File: src/rtl/poker_types.sv
// Shared card encodings, card geometry and the slot record used by the
// pixel-pipeline stages around the card renderer.
package poker_types;

    typedef enum logic [3:0] {
        ACE   = 4'd0,
        TWO   = 4'd1,
        THREE = 4'd2,
        FOUR  = 4'd3,
        FIVE  = 4'd4,
        SIX   = 4'd5,
        SEVEN = 4'd6,
        EIGHT = 4'd7,
        NINE  = 4'd8,
        TEN   = 4'd9,
        JACK  = 4'd10,
        QUEEN = 4'd11,
        KING  = 4'd12
    } rank_t;

    typedef enum logic [1:0] {
        SPADES   = 2'd0,
        DIAMONDS = 2'd1,
        CLUBS    = 2'd2,
        HEARTS   = 2'd3
    } suit_t;

    typedef struct packed {
        rank_t rank;
        suit_t suit;
    } card_t;

    localparam int CARD_W = 48;
    localparam int CARD_H = 64;
    localparam int TEXT_W = 16;
    localparam int TEXT_H = 32;

    typedef struct packed {
        logic  occupied;
        logic  face_up;
        card_t card;
    } slot_t;

endpackage

File: src/rtl/card_slot_hit.sv
// Combinational hit test of one pixel against one card slot rectangle
// and its rank/suit text box.
import poker_types::*;

module card_slot_hit #(
    parameter int TEXT_OFF_X = 4,
    parameter int TEXT_OFF_Y = 4
) (
    input  logic [9:0]  DrawX,
    input  logic [9:0]  DrawY,
    input  logic [10:0] org_x,
    input  logic [10:0] org_y,
    input  slot_t       slot,
    output logic        hit,
    output logic        text_hit,
    output logic [10:0] rel_x,
    output logic [10:0] rel_y,
    output card_t       card
);

    logic [10:0] tx;
    logic [10:0] ty;

    // Bit 10 is the sign of the 11-bit difference: set means left/above.
    always_comb begin
        rel_x = {1'b0, DrawX} - org_x;
        rel_y = {1'b0, DrawY} - org_y;
        tx    = rel_x - 11'(TEXT_OFF_X);
        ty    = rel_y - 11'(TEXT_OFF_Y);
        hit   = slot.occupied
              && !rel_x[10] && (rel_x < 11'(CARD_W))
              && !rel_y[10] && (rel_y < 11'(CARD_H));
        text_hit = hit && slot.face_up
              && !tx[10] && (tx < 11'(TEXT_W))
              && !ty[10] && (ty < 11'(TEXT_H));
        card  = slot.card;
    end

endmodule

File: src/rtl/card_slot_locator.sv
// Double-buffered card slot table with frame-start commit and a
// registered per-pixel slot lookup feeding the card text renderer.
import poker_types::*;

module card_slot_locator #(
    parameter int NUM_SLOTS  = 5,
    parameter int SLOT_X0    = 160,
    parameter int SLOT_PITCH = 64,
    parameter int SLOT_Y0    = 320,
    parameter int TEXT_OFF_X = 4,
    parameter int TEXT_OFF_Y = 4
) (
    input  logic       Clk,
    input  logic       Reset_n,
    input  logic [9:0] DrawX,
    input  logic [9:0] DrawY,
    input  logic       frame_start,
    input  logic       wr_valid,
    output logic       wr_ready,
    input  logic       wr_clear,
    input  logic       wr_en_slot,
    input  logic [2:0] wr_slot,
    input  card_t      wr_card,
    input  logic       wr_face_up,
    output logic       wr_err,
    output logic       commit_done,
    output card_t      card_out,
    output logic [3:0] font_x,
    output logic [4:0] font_y,
    output logic       card_body,
    output logic       card_back,
    output logic       text_region
);

    slot_t       staged [NUM_SLOTS];
    slot_t       active [NUM_SLOTS];
    logic        dirty;
    logic        accept;
    logic        slot_ok;
    logic        hit      [NUM_SLOTS];
    logic        text_hit [NUM_SLOTS];
    logic [10:0] rel_x    [NUM_SLOTS];
    logic [10:0] rel_y    [NUM_SLOTS];
    card_t       card     [NUM_SLOTS];
    logic        found;
    logic [2:0]  sel;

    // Writes stall in the commit cycle so staged is stable while copied.
    assign wr_ready = Reset_n && !frame_start;
    assign accept   = wr_valid && wr_ready;
    assign slot_ok  = {1'b0, wr_slot} < 4'(NUM_SLOTS);

    always_ff @(posedge Clk) begin
        if (!Reset_n) begin
            for (int i = 0; i < NUM_SLOTS; i++) begin
                staged[i] <= '0;
                active[i] <= '0;
            end
            dirty       <= 1'b0;
            wr_err      <= 1'b0;
            commit_done <= 1'b0;
        end else begin
            wr_err      <= accept && wr_en_slot && !slot_ok;
            commit_done <= frame_start && dirty;
            if (frame_start && dirty) begin
                active <= staged;
                dirty  <= 1'b0;
            end
            if (accept) begin
                if (wr_clear) begin
                    for (int i = 0; i < NUM_SLOTS; i++) begin
                        staged[i].occupied <= 1'b0;
                    end
                end
                if (wr_en_slot && slot_ok) begin
                    staged[wr_slot] <= '{1'b1, wr_face_up, wr_card};
                end
                dirty <= 1'b1;
            end
        end
    end

    for (genvar g = 0; g < NUM_SLOTS; g++) begin : g_slot
        card_slot_hit #(
            .TEXT_OFF_X(TEXT_OFF_X),
            .TEXT_OFF_Y(TEXT_OFF_Y)
        ) u_hit (
            .DrawX   (DrawX),
            .DrawY   (DrawY),
            .org_x   (11'(SLOT_X0 + g * SLOT_PITCH)),
            .org_y   (11'(SLOT_Y0)),
            .slot    (active[g]),
            .hit     (hit[g]),
            .text_hit(text_hit[g]),
            .rel_x   (rel_x[g]),
            .rel_y   (rel_y[g]),
            .card    (card[g])
        );
    end

    // Scan downward so the lowest hitting index is the one left in sel.
    always_comb begin
        found = 1'b0;
        sel   = 3'd0;
        for (int i = NUM_SLOTS - 1; i >= 0; i--) begin
            if (hit[i]) begin
                found = 1'b1;
                sel   = 3'(i);
            end
        end
    end

    always_ff @(posedge Clk) begin
        if (!Reset_n) begin
            card_out    <= '0;
            font_x      <= '0;
            font_y      <= '0;
            card_body   <= 1'b0;
            card_back   <= 1'b0;
            text_region <= 1'b0;
        end else if (found) begin
            card_out    <= card[sel];
            card_body   <= 1'b1;
            card_back   <= !active[sel].face_up;
            text_region <= text_hit[sel];
            font_x      <= text_hit[sel] ? 4'(rel_x[sel] - 11'(TEXT_OFF_X)) : 4'd0;
            font_y      <= text_hit[sel] ? 5'(rel_y[sel] - 11'(TEXT_OFF_Y)) : 5'd0;
        end else begin
            font_x      <= '0;
            font_y      <= '0;
            card_body   <= 1'b0;
            card_back   <= 1'b0;
            text_region <= 1'b0;
        end
    end

endmodule

File: config.mk
export PLATFORM = sky130hd
export DESIGN_NAME = card_slot_locator
export DESIGN_NICKNAME = d
export VERILOG_FILES = /design/src/rtl/poker_types.sv /design/src/rtl/card_slot_hit.sv /design/src/rtl/card_slot_locator.sv
export SDC_FILE = /design/constraint.sdc
export NUM_CORES = 1
export LEC_CHECK = 0
export ABC_CLOCK_PERIOD_IN_PS = 3400
export CAP_MARGIN = 5
export CORE_ASPECT_RATIO = 1.2
export CORE_UTILIZATION = 56
export CTS_CLUSTER_DIAMETER = 30
export DETAILED_ROUTE_END_ITERATION = 10
export PLACE_DENSITY = 0.8
export SYNTH_ARGS = -nofsm -noshare
export SYNTH_HDL_FRONTEND = slang
export SYNTH_SLANG_ARGS = --single-unit
File: constraint.sdc
create_clock -name Clk -period 3.4 [get_ports Clk]
set_input_delay 0.68 -clock Clk [delete_from_list [all_inputs] [get_ports Clk]]
set_output_delay 0.68 -clock Clk [all_outputs]
set_load 0.05 [all_outputs]
==> flow_metrics.env <==
export IMPL_grt_first_pass_wirelength_um=20000
export IMPL_antenna_diode_count=0
export IMPL_synth_seq_cells=101
export IMPL_io_pin_count=57
export IMPL_tritoncts_num_buffers=9
export IMPL_hp_class="flip-flop to flip-flop"
export IMPL_antenna_found_initial=0
export IMPL_syn2layout_area_growth_pct=22.0
export IMPL_pwr_density_cell_nw_per_um2=365
export IMPL_timing_max_cap_violations=0
export IMPL_overflow=0
export IMPL_detailed_place_area_um2=5750
export IMPL_worst_slew_pin_slew_ns=0.609
export IMPL_design_final_nets=678
export IMPL_totalPowerFinal_mw=2.17
export IMPL_stdcell_area_um2=5950
export IMPL_grt_pass1_vias=4137
export IMPL_path_class="input port to flip-flop"
export IMPL_cts_root_buffer_cell="clkbuf_8"
export IMPL_yosys_most_used_dff="dfxtp_1"
export IMPL_clk_transition_reported_paths_ns=0.11
export IMPL_yosysWarnings=0
export IMPL_layout_drive_gt1_share_pct=14.9
export IMPL_finClkSkew_ns=0.0159
export IMPL_worst_case_clock_buffer_depth=2
export IMPL_netlist_cell_type_count=86
export IMPL_synth_edf_count=0
export IMPL_maxSlewViolCount=0
export IMPL_slew_headroom_pct=59.3
export IMPL_cp_start_kind="input port"
export IMPL_critical_path_endpoint_type="flip-flop"
export IMPL_rsz0062_at_grt="false"
export IMPL_drt_vias_per_instance=5.74
export IMPL_synth_avg_cell_area_um2=8.73
export IMPL_count_of_buffers_inserted_at_the_top_level_ports=56
export IMPL_firstDrtPassIters=5
export IMPL_postSynthCellCount=559
export IMPL_clk_latency_ns=0.36
export IMPL_critical_path_cell_chain="clkdlybuf4s50_1 -> buf_4 -> ha_1 -> or4b_4 -> a311oi_4 -> nor3_2 -> a211oi_2 -> a2bb2oi_4 -> nor3b_2"
export IMPL_num_rows=36
export IMPL_route_antenna_remaining_nets=0
export IMPL_start_util_pct=58.9
export IMPL_crit_path_max_fanout=14
export IMPL_crit_path_max_incr_delay_ns=0.53
export IMPL_worst_ep_required_time_ns=3.71
export IMPL_hpwl_detailed_um=9010
export IMPL_die_height_um=104
export IMPL_netlist_area_um2=4880
export IMPL_clock_tree_from_tritoncts="yes"
export IMPL_post_route_drc_count=0
export IMPL_vdd_drop_max_mv=0.383
export IMPL_routabilityCongestion=0.911
export IMPL_synth_seq_area_share_pct=41.4
export IMPL_final_hold_violation_count=0
export IMPL_grt_max_degree=50
export IMPL_groute_usage_overall_pct=28.2
export IMPL_cts_htree_levels=3
export IMPL_final_min_period_over_clock_period_pct=90.9
export IMPL_fmax_ghz=0.323
export IMPL_route_detailed_wl_per_inst_um=16.3
export IMPL_final_min_clock_period_ns=3.09
export IMPL_core_area_um2=8290
export IMPL_slowest_cp_cell="or4b_4"
export IMPL_cp_data_arrival_time_ns=3.40
export IMPL_final_fill_count=652
export IMPL_route_vias_total=4311
export IMPL_die_area_um2=9090
export IMPL_status="complete, no violations"
export IMPL_detailedRoute_firstIterationViolations=229
export IMPL_power_leakage_nw=2.13
export IMPL_drt_total_wl_um=12200
export IMPL_dieWidth_um=87.2
export IMPL_report_final_setup_viol=0
export IMPL_postSynth_asyncResetShare_pct=0
export IMPL_synth_net_count=605
export IMPL_clock_sinks=101
cells by family (layout without fill, tap and decap cells):
kind of cell,count (synthesis),count (layout),synth area share (%)
simple gates,229,229,23.5
mux,36,36,7.38
fa+ha+maj,10,10,2.56
compound gates,127,127,19.2
flops,101,101,41.4
buf+inv,46,124,4.15
xor+xnor,10,10,1.79
Yosys cell counts (3+ instances only):
master | n | area, µm²
nand2_1 | 107 | 402
dfxtp_1 | 101 | 2020
a21oi_1 | 55 | 275
nor2_1 | 53 | 199
mux2i_1 | 36 | 360
clkbuf_1 | 22 | 82.6
inv_1 | 14 | 52.6
ha_1 | 10 | 125
o21ai_0 | 10 | 50.1
nand3_1 | 7 | 35.0
nor3_2 | 7 | 70.1
nor3_1 | 6 | 30.0
nand2b_1 | 5 | 31.3
o211ai_1 | 5 | 37.5
xnor2_1 | 5 | 43.8
xor2_1 | 5 | 43.8
a31oi_1 | 4 | 25.0
buf_2 | 4 | 20.0
nor3b_2 | 4 | 50.1
or3_1 | 4 | 25.0
a2111o_1 | 3 | 33.8
a2111oi_0 | 3 | 26.3
a211oi_1 | 3 | 22.5
and2_1 | 3 | 18.8
nand3b_1 | 3 | 22.5
nand4_1 | 3 | 18.8
o31ai_1 | 3 | 22.5
cells in the final DEF, fill, tap and decap left out, types with 4 or more instances in the layout:
cell / netlist / final
nand2_1: 107 / 107
dfxtp_1: 101 / 101
a21oi_1: 55 / 55
clkdlybuf4s50_1: 0 / 55
nor2_1: 53 / 53
buf_4: 2 / 37
mux2i_1: 36 / 36
inv_1: 14 / 13
ha_1: 10 / 10
o21ai_0: 10 / 9
clkbuf_8: 1 / 9
nor3_2: 7 / 7
nand3_1: 7 / 7
nor3_1: 6 / 6
nand2b_1: 5 / 5
xnor2_1: 5 / 5
xor2_1: 5 / 5
o211ai_1: 5 / 5
or3_1: 4 / 4
a31oi_1: 4 / 4
nor3b_2: 4 / 4
power breakdown:
part	total [mW]	switching [mW]	internal [mW]
sequential	1.19	0.00175	1.19
clock	0.751	0.459	0.292
combinational	0.237	0.131	0.105
total	2.17	0.592	1.58
final timing paths:
kind                            depth (start not counted)  slack (ns)        from   endpoint
worst min register to register                          2        0.45   flip-flop  active[1]
worst max register to register                          7        1.58  active[38]  font_y[1]
worst max-delay path                                    9        0.31    DrawX[6]  font_y[1]
worst min-delay path                                    2        0.45   flip-flop  active[1]
timing repair:
| item | CTS | global route |
|---|---|---|
| setup endpoints to repair | 0 | 2 |
| hold buffers | 0 | 0 |
| setup buffers | 0 | 0 |
| gates resized for setup | 0 | 1 |
routing by layer:
layer	part of all wire, %	vias up	global-route usage [%]
li1	-	2107	-
met1	41	2009	35.8
met2	49	166	47.0
met3	6.1	29	4.52
met4	3.2	0	12.1
met5	0	-	0
area by class of cell:
cell class	count	area, µm²	area share (%)
clock buffers	9	124	2.08
clock inverters	7	75.1	1.26
inverters	14	52.6	0.883
multi-input cells	412	2670	44.8
flip-flops and latches	101	2020	34.0
well taps	114	143	2.40
repair buffers	94	868	14.6
stage by stage:
step | TNS (ns) | util (%) | setup WS [ns] | hold WS [ns] | instances
after CTS | 0 | 71.7 | 0.228 | 0.447 | 751
after floorplan | 0 | - | 0.272 | 0.431 | 559
after global routing | 0 | 71.8 | 0.0948 | 0.458 | 751
after detailed placement | -1.40 | 69.3 | -0.158 | 0.443 | 735
final | 0 | 71.8 | 0.308 | 0.448 | 751
after global placement | -1.27 | 69.3 | -0.144 | 0.438 | 735
worst max-delay path: cells and delay by family:
family                   cells  cell delay [ns]
AND/OR/NAND/NOR              3             0.85
AO/OA/AOI/OAI                3             0.83
buffers and inverters        2             0.71
adder cells (fa/ha/maj)      1             0.33
(Power assumes the default switching activity.)
==> RTL change: new RTL, same settings <==
Set the parameter `NUM_SLOTS` to 10 (it was 5).
--- a/src/rtl/card_slot_locator.sv
+++ b/src/rtl/card_slot_locator.sv
@@ -3,7 +3,7 @@
 import poker_types::*;
 
 module card_slot_locator #(
-    parameter int NUM_SLOTS  = 5,
+    parameter int NUM_SLOTS  = 10,
     parameter int SLOT_X0    = 160,
     parameter int SLOT_PITCH = 64,
     parameter int SLOT_Y0    = 320,
Function: changed (Yosys sat finds a counterexample within 4 cycles, from zero or initial values and one cycle with Reset_n low).
==> RTL change against the original RTL <==
  * Wire length is 40% higher
  * Sequential cell count grew 47
  * Total power is 90% higher
  * Area after synthesis rose by 41%
  * Non-clock buffer count is 8 higher
  * Register-to-register slack worse by 0.42 ns
  * Design area grew 42%
  * Worst setup slack worse by 0.022 ns
  * Critical path type unchanged
  * Largest cell class unchanged
==> RTL change: results (changes against the original RTL) <==
nets - 870 (was 678)
Via density - 5.68 (was 5.74)
Filler Cells Inserted - 878 (was 652)
outcome - finished clean (unchanged)
GRT Util Overall - 0.282 (about the same)
R2R Path Start - active[23] (was active[38])
VDD IR-drop max - 0.421 mV (was 0.383 mV)
largest net degree at the start of global routing - 137 (was 50)
htree depth - 4 (was 3)
layout cells sized above 1 - 0.127 (was 0.149)
sequential fraction of the synthesis area - 0.431 (was 0.414)
reg2reg setup slack - 1.16 ns (was 1.58 ns)
Crit path arrival time - 3.47 ns (was 3.40 ns)
Worst Skew - 0.00878 ns (was 0.0159 ns)
CP max stage delay - 0.58 ns (was 0.53 ns)
latest clock arrival within the worst-skew pair - 0.42 ns (was 0.36 ns)
R2R cell count - 9 (was 7)
Post-DP Area - 7750 um2 (was 5750 um2)
GP Congestion - 0.919 (was 0.911)
clock slew at reported path FFs - 0.06 ns (was 0.11 ns)
Clock Root Buffer - clkbuf_16 (was clkbuf_8)
DR iter-0 viols - 376 (was 229)
PortBufs - 55 (was 56)
cts bufs inserted - 17 (was 9)
CP top delay family - compound AO/OA/AOI/OAI gates (was simple AND/OR/NAND/NOR gates)
distinct cell type count after synthesis - 72 (was 86)
RTL change: layout make-up:
cell class / instances / area [um2] / share of cell area
Timing Repair Buffer: 102 / 921 / 0.109
Clock buffer: 20 / 457 / 0.0542
Tap cell: 157 / 196 / 0.0233
Clock inverter: 12 / 224 / 0.0266
Inverter: 15 / 57.6 / 0.00683
Sequential cell: 148 / 2960 / 0.352
Multi-Input combinational cell: 540 / 3610 / 0.428
RTL change: cell families after synthesis:
| logic type | after synthesis | synth area share |
|---|---|---|
| and+or+nand+nor | 298 | 0.226 |
| AOI/OAI and AO/OA | 149 | 0.163 |
| DFF | 148 | 0.431 |
| muxes | 70 | 0.102 |
| buffers and inverters | 70 | 0.0442 |
| xor gates and xnor gates | 12 | 0.0153 |
| adders and majority gates | 10 | 0.0182 |
| other | 1 | 0.000546 |
RTL change: metrics by stage:
stage | total power [mW] | cells | hold WS [ns] | setup slack [ns] | util
after floorplan | 1.93 | 758 | 0.439 | 0.532 | -
after detailed placement | 2.02 | 962 | 0.460 | -0.0362 | 0.657
after global placement | 2.01 | 962 | 0.451 | 0.0260 | 0.657
final | 4.13 | 994 | 0.467 | 0.286 | 0.715
after global routing | 4.23 | 994 | 0.483 | 0.147 | 0.715
after CTS | 4.13 | 994 | 0.468 | 0.361 | 0.715
RTL change: worst min-delay path by stage:
stage / end / slack, ns / depth (start not counted)
2_1_floorplan: active[36] / 0.44 / 2
3_3_place_gp: active[49] / 0.45 / 2
3_5_place_dp: active[70] / 0.46 / 2
4_1_cts: active[69] / 0.47 / 2
5_1_grt: active[23] / 0.48 / 2
6_report: active[23] / 0.47 / 2
RTL change: tightest hold or removal path: stages (launching register included):
cell	delay, ns
dfxtp_1	0.31
nand2_1	0.05
a21boi_0	0.06
RTL change: per-layer routing:
metal	share of wire	routed length, um	global-route usage	vias to the layer above
met4	0.028	471	0.121	0
met5	0	0	0	-
met3	0.059	1020	0.0554	39
met1	0.42	7150	0.338	2679
met2	0.49	8470	0.487	203
li1	-	-	-	2720
RTL change: report_power, final:
group | internal, mW | switching, mW | total [mW]
registers | 1.74 | 0.00261 | 1.74
clock network | 1.42 | 0.726 | 2.14
logic | 0.113 | 0.129 | 0.242
